--- src/rtl/fpga_regs_pkg.sv ---
// Shared constants and helpers for the board-control register bank.
package fpga_regs_pkg;

    localparam int              MSG_W    = 8;
    localparam int              LEN_W    = 8;
    localparam logic [LEN_W-1:0] ECHO_LEN = 8'd1;

    // Counter width able to hold the value plen (at least one bit).
    function automatic int cnt_width(input int plen);
        int w;
        w = $clog2(plen + 1);
        return (w < 1) ? 1 : w;
    endfunction

endpackage

--- src/rtl/fpga_regs_ch_if.sv ---
// Master byte stream plus per-channel echo handshake of the register bank.
interface fpga_regs_ch_if
    import fpga_regs_pkg::*;
#(
    parameter int N_REGS = 10
);
    logic [MSG_W-1:0]        master_data;
    logic [N_REGS-1:0]       valid_bus;
    logic [N_REGS-1:0]       rdreq_bus;
    logic [N_REGS-1:0]       have_msg_bus;
    logic [N_REGS*MSG_W-1:0] slave_data_bus;
    logic [N_REGS*LEN_W-1:0] len_bus;

    modport master (
        output master_data, valid_bus, rdreq_bus,
        input  have_msg_bus, slave_data_bus, len_bus
    );

    modport slave (
        input  master_data, valid_bus, rdreq_bus,
        output have_msg_bus, slave_data_bus, len_bus
    );
endinterface

--- src/rtl/fpga_reg_slot.sv ---
// One control register: write mask, optional self-clearing pulse, echo holder.
module fpga_reg_slot
    import fpga_regs_pkg::*;
#(
    parameter int            DW         = 8,
    parameter logic [DW-1:0] RST_VAL    = '0,
    parameter logic [DW-1:0] WMASK      = '1,
    parameter bit            PULSE_MODE = 1'b0,
    parameter int            PULSE_LEN  = 16,
    parameter bit            ECHO_EN    = 1'b1
) (
    input  logic             clk,
    input  logic             rst,
    input  logic [DW-1:0]    din_i,
    input  logic             wr_i,
    input  logic             rdreq_i,
    output logic [DW-1:0]    reg_o,
    output logic             pulse_active_o,
    output logic             have_msg_o,
    output logic [MSG_W-1:0] slave_data_o,
    output logic [LEN_W-1:0] len_o
);

    localparam int            CW       = cnt_width(PULSE_LEN);
    localparam logic [CW-1:0] CNT_LOAD = CW'(PULSE_LEN);
    localparam logic [CW-1:0] CNT_ONE  = CW'(1);

    logic [DW-1:0]    reg_q,   reg_d;
    logic [CW-1:0]    cnt_q,   cnt_d;
    logic             act_q,   act_d;
    logic             have_q,  have_d;
    logic [MSG_W-1:0] sdata_q, sdata_d;
    logic [DW-1:0]    wr_val;

    // Read-only bits keep their reset value regardless of the written byte.
    assign wr_val = (din_i & WMASK) | (RST_VAL & ~WMASK);

    // Next state: write/retrigger, pulse countdown to expiry, echo set/pop.
    always_comb begin
        reg_d   = reg_q;
        cnt_d   = cnt_q;
        act_d   = act_q;
        have_d  = have_q;
        sdata_d = sdata_q;

        if (wr_i) begin
            reg_d = wr_val;
            if (PULSE_MODE) begin
                cnt_d = CNT_LOAD;
                act_d = 1'b1;
            end
        end else if (PULSE_MODE && act_q) begin
            cnt_d = cnt_q - CNT_ONE;
            // Last counted cycle: value and active flag drop on the same edge.
            if (cnt_q == CNT_ONE) begin
                reg_d = RST_VAL;
                act_d = 1'b0;
            end
        end

        if (ECHO_EN) begin
            // A write beats a simultaneous pop; the older echo is simply replaced.
            if (wr_i) begin
                have_d  = 1'b1;
                sdata_d = MSG_W'(wr_val);
            end else if (rdreq_i && have_q) begin
                have_d = 1'b0;
            end
        end
    end

    // State registers; reset discards pulses and pending echoes.
    always_ff @(posedge clk) begin
        if (rst) begin
            reg_q   <= RST_VAL;
            cnt_q   <= '0;
            act_q   <= 1'b0;
            have_q  <= 1'b0;
            sdata_q <= '0;
        end else begin
            reg_q   <= reg_d;
            cnt_q   <= cnt_d;
            act_q   <= act_d;
            have_q  <= have_d;
            sdata_q <= sdata_d;
        end
    end

    assign reg_o          = reg_q;
    assign pulse_active_o = act_q;
    assign have_msg_o     = have_q;
    assign slave_data_o   = sdata_q;
    assign len_o          = have_q ? ECHO_LEN : '0;

endmodule

--- src/rtl/fpga_regs_ch.sv ---
// Parametrised board-control register bank: N_REGS independent slots.
module fpga_regs_ch
    import fpga_regs_pkg::*;
#(
    parameter int                     N_REGS     = 10,
    parameter int                     DW         = 8,
    parameter logic [N_REGS*DW-1:0]   RST_VAL    = '0,
    parameter logic [N_REGS*DW-1:0]   WMASK      = '1,
    parameter logic [N_REGS-1:0]      PULSE_MASK = '0,
    parameter int                     PULSE_LEN  = 16,
    parameter bit                     ECHO_EN    = 1'b1
) (
    input  logic                 clk,
    input  logic                 rst,
    fpga_regs_ch_if.slave        bus,
    output logic [N_REGS*DW-1:0] regs_out,
    output logic [N_REGS-1:0]    pulse_active
);

    logic [N_REGS-1:0]       have_msg;
    logic [N_REGS*MSG_W-1:0] slave_data;
    logic [N_REGS*LEN_W-1:0] len;

    // One slot per channel, each with its own slice of the bank parameters.
    for (genvar i = 0; i < N_REGS; i++) begin : g_slot
        fpga_reg_slot #(
            .DW         (DW),
            .RST_VAL    (RST_VAL[i*DW +: DW]),
            .WMASK      (WMASK[i*DW +: DW]),
            .PULSE_MODE (PULSE_MASK[i]),
            .PULSE_LEN  (PULSE_LEN),
            .ECHO_EN    (ECHO_EN)
        ) u_slot (
            .clk            (clk),
            .rst            (rst),
            .din_i          (bus.master_data[DW-1:0]),
            .wr_i           (bus.valid_bus[i]),
            .rdreq_i        (bus.rdreq_bus[i]),
            .reg_o          (regs_out[i*DW +: DW]),
            .pulse_active_o (pulse_active[i]),
            .have_msg_o     (have_msg[i]),
            .slave_data_o   (slave_data[i*MSG_W +: MSG_W]),
            .len_o          (len[i*LEN_W +: LEN_W])
        );
    end

    assign bus.have_msg_bus   = have_msg;
    assign bus.slave_data_bus = slave_data;
    assign bus.len_bus        = len;

endmodule

--- src/flat_wrapper.sv ---
// flat-port wrapper written by rule: the top's interface ports become plain ports
module fpga_regs_ch_flat import fpga_regs_pkg::*;
#(
    parameter int                     N_REGS     = 10,
    parameter int                     DW         = 8,
    parameter logic [N_REGS*DW-1:0]   RST_VAL    = '0,
    parameter logic [N_REGS*DW-1:0]   WMASK      = '1,
    parameter logic [N_REGS-1:0]      PULSE_MASK = '0,
    parameter int                     PULSE_LEN  = 16,
    parameter bit                     ECHO_EN    = 1'b1
)
  (clk, rst, regs_out, pulse_active, bus_master_data, bus_valid_bus, bus_rdreq_bus, bus_have_msg_bus, bus_slave_data_bus, bus_len_bus);
  fpga_regs_ch_if #(.N_REGS(N_REGS)) bus_i ();
  input  logic clk;
  input  logic rst;
  output logic [N_REGS*DW-1:0] regs_out;
  output logic [N_REGS-1:0] pulse_active;
  input wire logic [$bits(bus_i.master_data)-1:0] bus_master_data;
  input wire logic [$bits(bus_i.valid_bus)-1:0] bus_valid_bus;
  input wire logic [$bits(bus_i.rdreq_bus)-1:0] bus_rdreq_bus;
  output wire logic [$bits(bus_i.have_msg_bus)-1:0] bus_have_msg_bus;
  output wire logic [$bits(bus_i.slave_data_bus)-1:0] bus_slave_data_bus;
  output wire logic [$bits(bus_i.len_bus)-1:0] bus_len_bus;
  assign bus_i.master_data = bus_master_data;
  assign bus_i.valid_bus = bus_valid_bus;
  assign bus_i.rdreq_bus = bus_rdreq_bus;
  assign bus_have_msg_bus = bus_i.have_msg_bus;
  assign bus_slave_data_bus = bus_i.slave_data_bus;
  assign bus_len_bus = bus_i.len_bus;
  fpga_regs_ch #(.N_REGS(N_REGS), .DW(DW), .RST_VAL(RST_VAL), .WMASK(WMASK), .PULSE_MASK(PULSE_MASK), .PULSE_LEN(PULSE_LEN), .ECHO_EN(ECHO_EN)) u_core (.clk(clk), .rst(rst), .bus(bus_i), .regs_out(regs_out), .pulse_active(pulse_active));
endmodule
--- config.mk ---
export PLATFORM = sky130hd
export DESIGN_NAME = fpga_regs_ch_flat
export DESIGN_NICKNAME = d
export VERILOG_FILES = /design/src/rtl/fpga_regs_pkg.sv /design/src/rtl/fpga_regs_ch_if.sv /design/src/rtl/fpga_reg_slot.sv /design/src/rtl/fpga_regs_ch.sv /design/src/flat_wrapper.sv
export SDC_FILE = /design/constraint.sdc
export NUM_CORES = 1
export LEC_CHECK = 0
export ABC_CLOCK_PERIOD_IN_PS = 1280
export BUFFER_PORTS_ARGS = -buffer_cell sky130_fd_sc_hd__buf_2
export CAP_MARGIN = 20
export CORE_AREA = 2 2 113 115
export DETAILED_ROUTE_END_ITERATION = 7
export DIE_AREA = 0 0 115 117
export GPL_ROUTABILITY_DRIVEN = 0
export PLACE_DENSITY = 0.74
export RECOVER_POWER = 50
export SYNTH_ARGS = -nofsm -noshare
export SYNTH_HDL_FRONTEND = slang
export SYNTH_SLANG_ARGS = --single-unit
--- constraint.sdc ---
create_clock -name clk -period 1.28 [get_ports clk]
set_clock_uncertainty 0.15 [all_clocks]
set_input_delay 0.256 -clock clk [delete_from_list [all_inputs] [get_ports clk]]
set_output_delay 0.256 -clock clk [all_outputs]
set_load 0.03 [all_outputs]
=== Word level (Yosys, flattened, before mapping) ===
Cells that the tools add are included.

* Register bits after elaboration: 90
* Bits of input ports: 30
* Output and inout bits: 260
* Word-level logic and storage cells: 70

* Muxes and demuxes: 30
* Reductions and logical operators: 20

{| class="wikitable"
|+ Operator list
! operator !! count
|-
| 1-bit 2-to-1 mux || 30
|-
| 2-bit nonzero test || 10
|-
| 1-bit logical AND || 10
|}

=== Depth between registers and ports, before layout ===
* Word-level depth: 3
* Gate-level depth with buffers: 3
* Mapped depth without buffers: 2

=== Hierarchy ===
From an unflattened synthesis, not the netlist that was laid out.

* Cell total of the unflattened synthesis: 480
* Area total of the unflattened synthesis: 4,529.3 sq um

{| class="wikitable"
|+ Modules (own cells, without submodules)
! module !! instances !! cells each !! area an instance (sq um) !! seq. area each (sq um)
|-
| fpga_reg_slot || 10 || 48 || 452.9 || 180.2
|}

=== Worst setup path before layout ===
OpenSTA, ideal clock, no wires.

* Path kind: reg-to-output
* From: register u_core.g_slot[0].u_slot.reg_q[0]
* To: output port regs_out[0]
* Data arrival time: 718 ps
* Data required time: 874 ps
* Setup slack: 156 ps
* Stages on the path, launching flop included: 2
* Path buffers: 1
* Path through: dfxtp_1 buf_4

{| class="wikitable"
|+ RTL lines
! what !! RTL line !! source
|-
| from (decl) || fpga_reg_slot.sv:28 || <nowiki>logic [DW-1:0] reg_q, reg_d;</nowiki>
|-
| from (signal assigned) || fpga_reg_slot.sv:81 || <nowiki>reg_q <= reg_d;</nowiki>
|-
| to (decl) || flat_wrapper.sv:16 || <nowiki>output logic [N_REGS*DW-1:0] regs_out;</nowiki>
|}

No word-level cell between the ends.

==> summary.md <==
| Metric | Value |
|---|---|
| Status | `finished clean` |
| Die area | `0.0135 sq mm` |
| Crit path DAT | `0.86 ns` |
| Crit share post-route | `0.992` |
| Fill count | `1,029` |
| CTS root buf | `clkbuf_16` |
| Synth Instances | `489` |
| Startpoint class of the critical path | `flop` |
| Hold path depth | `3` |
| Crit-path slowest cell | `dfxtp_2` |
| Clock Pin Slew Worst Setup and Hold Paths | `0.07 ns` |
| Starting density of the core | `0.387` |
| CTS H-Tree Depth | `3` |
| Largest net degree at the start of global routing | `41` |
| Yosys warns | `0` |
| Placed cell count | `722` |
| Synth cell types | `9` |
| Syn Area/Cell | `9.74 sq um` |
| Top cell type's share of synthesized area | `0.378` |
| Final Hold Fails | `0` |
| Critical Path Stages | `1` |
| Pre-antenna DRT Iters | `4` |
| Register-to-Register Path Depth | `2` |
| Crit. End Element | `primary output` |
| # DRC | `0` |
| Pleak | `0.00315 uW` |
| Final setup fails | `0` |
| Crit-path max FO | `3` |
| Worst path top cell family by delay | `flip-flops` |
| Row cnt | `41` |
| Area occupied by multi-input gates | `0.00155 sq mm` |
| Leading cell type in the layout, fill and taps excluded | `buf_6` |
| All-Layer GR Usage | `0.155` |
| Hold Buf Count CTS | `0` |
| Vias | `3,121` |
| Layout Cells excl Fill | `738` |
| Mapped cell area | `0.00476 sq mm` |
| Proportion of layout cells with a drive suffix above 1 | `0.556` |
| Max Cap Viol | `0` |
| Worst vdd ir | `0.659 mV` |
| Fmax | `0.787 GHz` |
| TritonCTS buffer count | `9` |
| Diodes inserted | `0` |
| Routed wire length | `11.9 mm` |
| Vias in the first global route | `2,829` |
| Storage element area | `0.00197 sq mm` |
| Number of top-level pins | `290` |
| Die height | `117 um` |
| Die Wd | `115 um` |
| Vias per cell | `4.23` |
| HPWL after DPL | `7.00 mm` |
| Nets | `613` |
| Seq/Total Area, Yosys | `0.378` |
| Most frequent cells in the layout | `buf_6 (173), mux2i_1 (80), nor2_1 (80), conb_1 (80), dfxtp_2 (68)` |
| Worst path required time | `0.87 ns` |
| RSZ-0062 raised after global routing | `yes` |
| Final ANT Viol Nets | `0` |
| CTS sink count | `90` |
| Crit path kind | `flop to primary output` |
| PortBufs | `209` |
| CP Cell Sequence | `buf_6` |
| Max-slew violations | `0` |
| CTS tree | `built` |
| CP bufs+invs | `1` |
| Seq cells post-synth | `90` |
| Global-route wire length before repair | `15.5 mm` |
| Power density over the cells | `1350 mW/mm^2` |
| Worst path max stage delay | `0.37 ns` |
| Core area | `0.0123 sq mm` |
| Area growth syn-to-layout | `32.2%` |
| Hold slack | `0.0333 ns` |
| Clock Latency Late Sink | `0.33 ns` |
| Synth area leader | `dfxtp_1` |
| Min-delay worst type | `input pin to flop` |
| Synth area leaders | `dfxtp_1 (38%), buf_4 (28%), mux2i_1 (17%)` |
| Wire per inst | `16.1 um` |
| Total gr overflow | `0` |
| Tmin final | `1.27 ns` |
| Max clock buf depth | `2` |
| Initial antenna violation count | `0` |
| DRT iter0 DRCs | `105` |
-- path summary, 6_finish.rpt --
check,slack (ns),to,from
worst max register to register,0.44,u_core.g_slot[4].u_slot.slave_data_o[1]$_SDFFE_PP0P_,u_core.g_slot[4].u_slot.slave_data_o[1]$_SDFFE_PP0P_
worst min-delay path,0.03,u_core.g_slot[4].u_slot.have_msg_o$_SDFFE_PP0P_,bus_rdreq_bus[4]
worst min register to register,0.36,u_core.g_slot[1].u_slot.have_msg_o$_SDFFE_PP0P_,u_core.g_slot[1].u_slot.have_msg_o$_SDFFE_PP0P_
worst max-delay path,0.01,regs_out[28],u_core.g_slot[3].u_slot.slave_data_o[4]$_SDFFE_PP0P_
-- repair_timing --
item,in CTS,in global routing
setup endpoints to repair,180,122
resized for setup,297,202
buffers inserted,0,0
-- worst min-delay path: stages --
cell and delay, ns:
buf_2 0.07, nand2b_1 0.11, a21oi_2 0.05
-- logic make-up after synthesis --
group | after synthesis | synth area share
AND/OR/NAND/NOR | 90 | 0.0762
buffers and inverters | 218 | 0.358
flip-flops | 90 | 0.378
other | 1 | 0.000788
multiplexers | 80 | 0.168
AO/OA/AOI/OAI | 10 | 0.0184
-- per-stage QoR --
| step | TNS [ns] | total power (uW) | worst slack, ns | util | area [sq um] |
|---|---|---|---|---|---|
| global placement | 0 | 4960 | 0.207 | 0.380 | 4670 |
| CTS | -1.57 | 8400 | -0.0408 | 0.472 | 5820 |
| global route | -0.175 | 8830 | -0.0231 | 0.511 | 6300 |
| finish | 0 | 8510 | 0.00984 | 0.511 | 6300 |
| floorplan | 0 | 5010 | 0.156 | - | 5060 |
| detailed placement | 0 | 4970 | 0.201 | 0.380 | 4670 |
-- synthesized netlist by cell type, drive strengths merged --
master  number
buf        208
dfxtp       90
mux2i       80
nor2        80
a21oi       10
inv         10
nand2b      10
conb         1
-- power breakdown --
| group | total, uW | switching [uW] | leakage [uW] | internal (uW) |
|---|---|---|---|---|
| combinational | 2220 | 1410 | 0.00220 | 809 |
| sequential | 3190 | 206 | 0.000781 | 2990 |
| clock | 3100 | 1080 | 0.000169 | 2020 |
-- registers in the layout (all words and copies together) (netlist names) --
name,cells
u_core.g_slot.u_slot.reg_o,24
u_core.g_slot.u_slot.have_msg_o,10
u_core.g_slot.u_slot.slave_data_o,56
-- layer usage --
| metal | track usage | wire length, um |
|---|---|---|
| met1 | 0.180 | 4490 |
| met5 | 0 | 0 |
| met2 | 0.274 | 6420 |
| met3 | 0.0448 | 823 |
| met4 | 0.0530 | 125 |
-- cell type report --
cell class / count / area share
well taps: 150 / 0.0298
repair buffers: 212 / 0.349
flip-flops and latches: 90 / 0.313
inverters: 10 / 0.00596
multi-input cells: 260 / 0.246
clock inverters: 4 / 0.0155
clock buffers: 12 / 0.0407
Power figures use the tool's default switching activity.
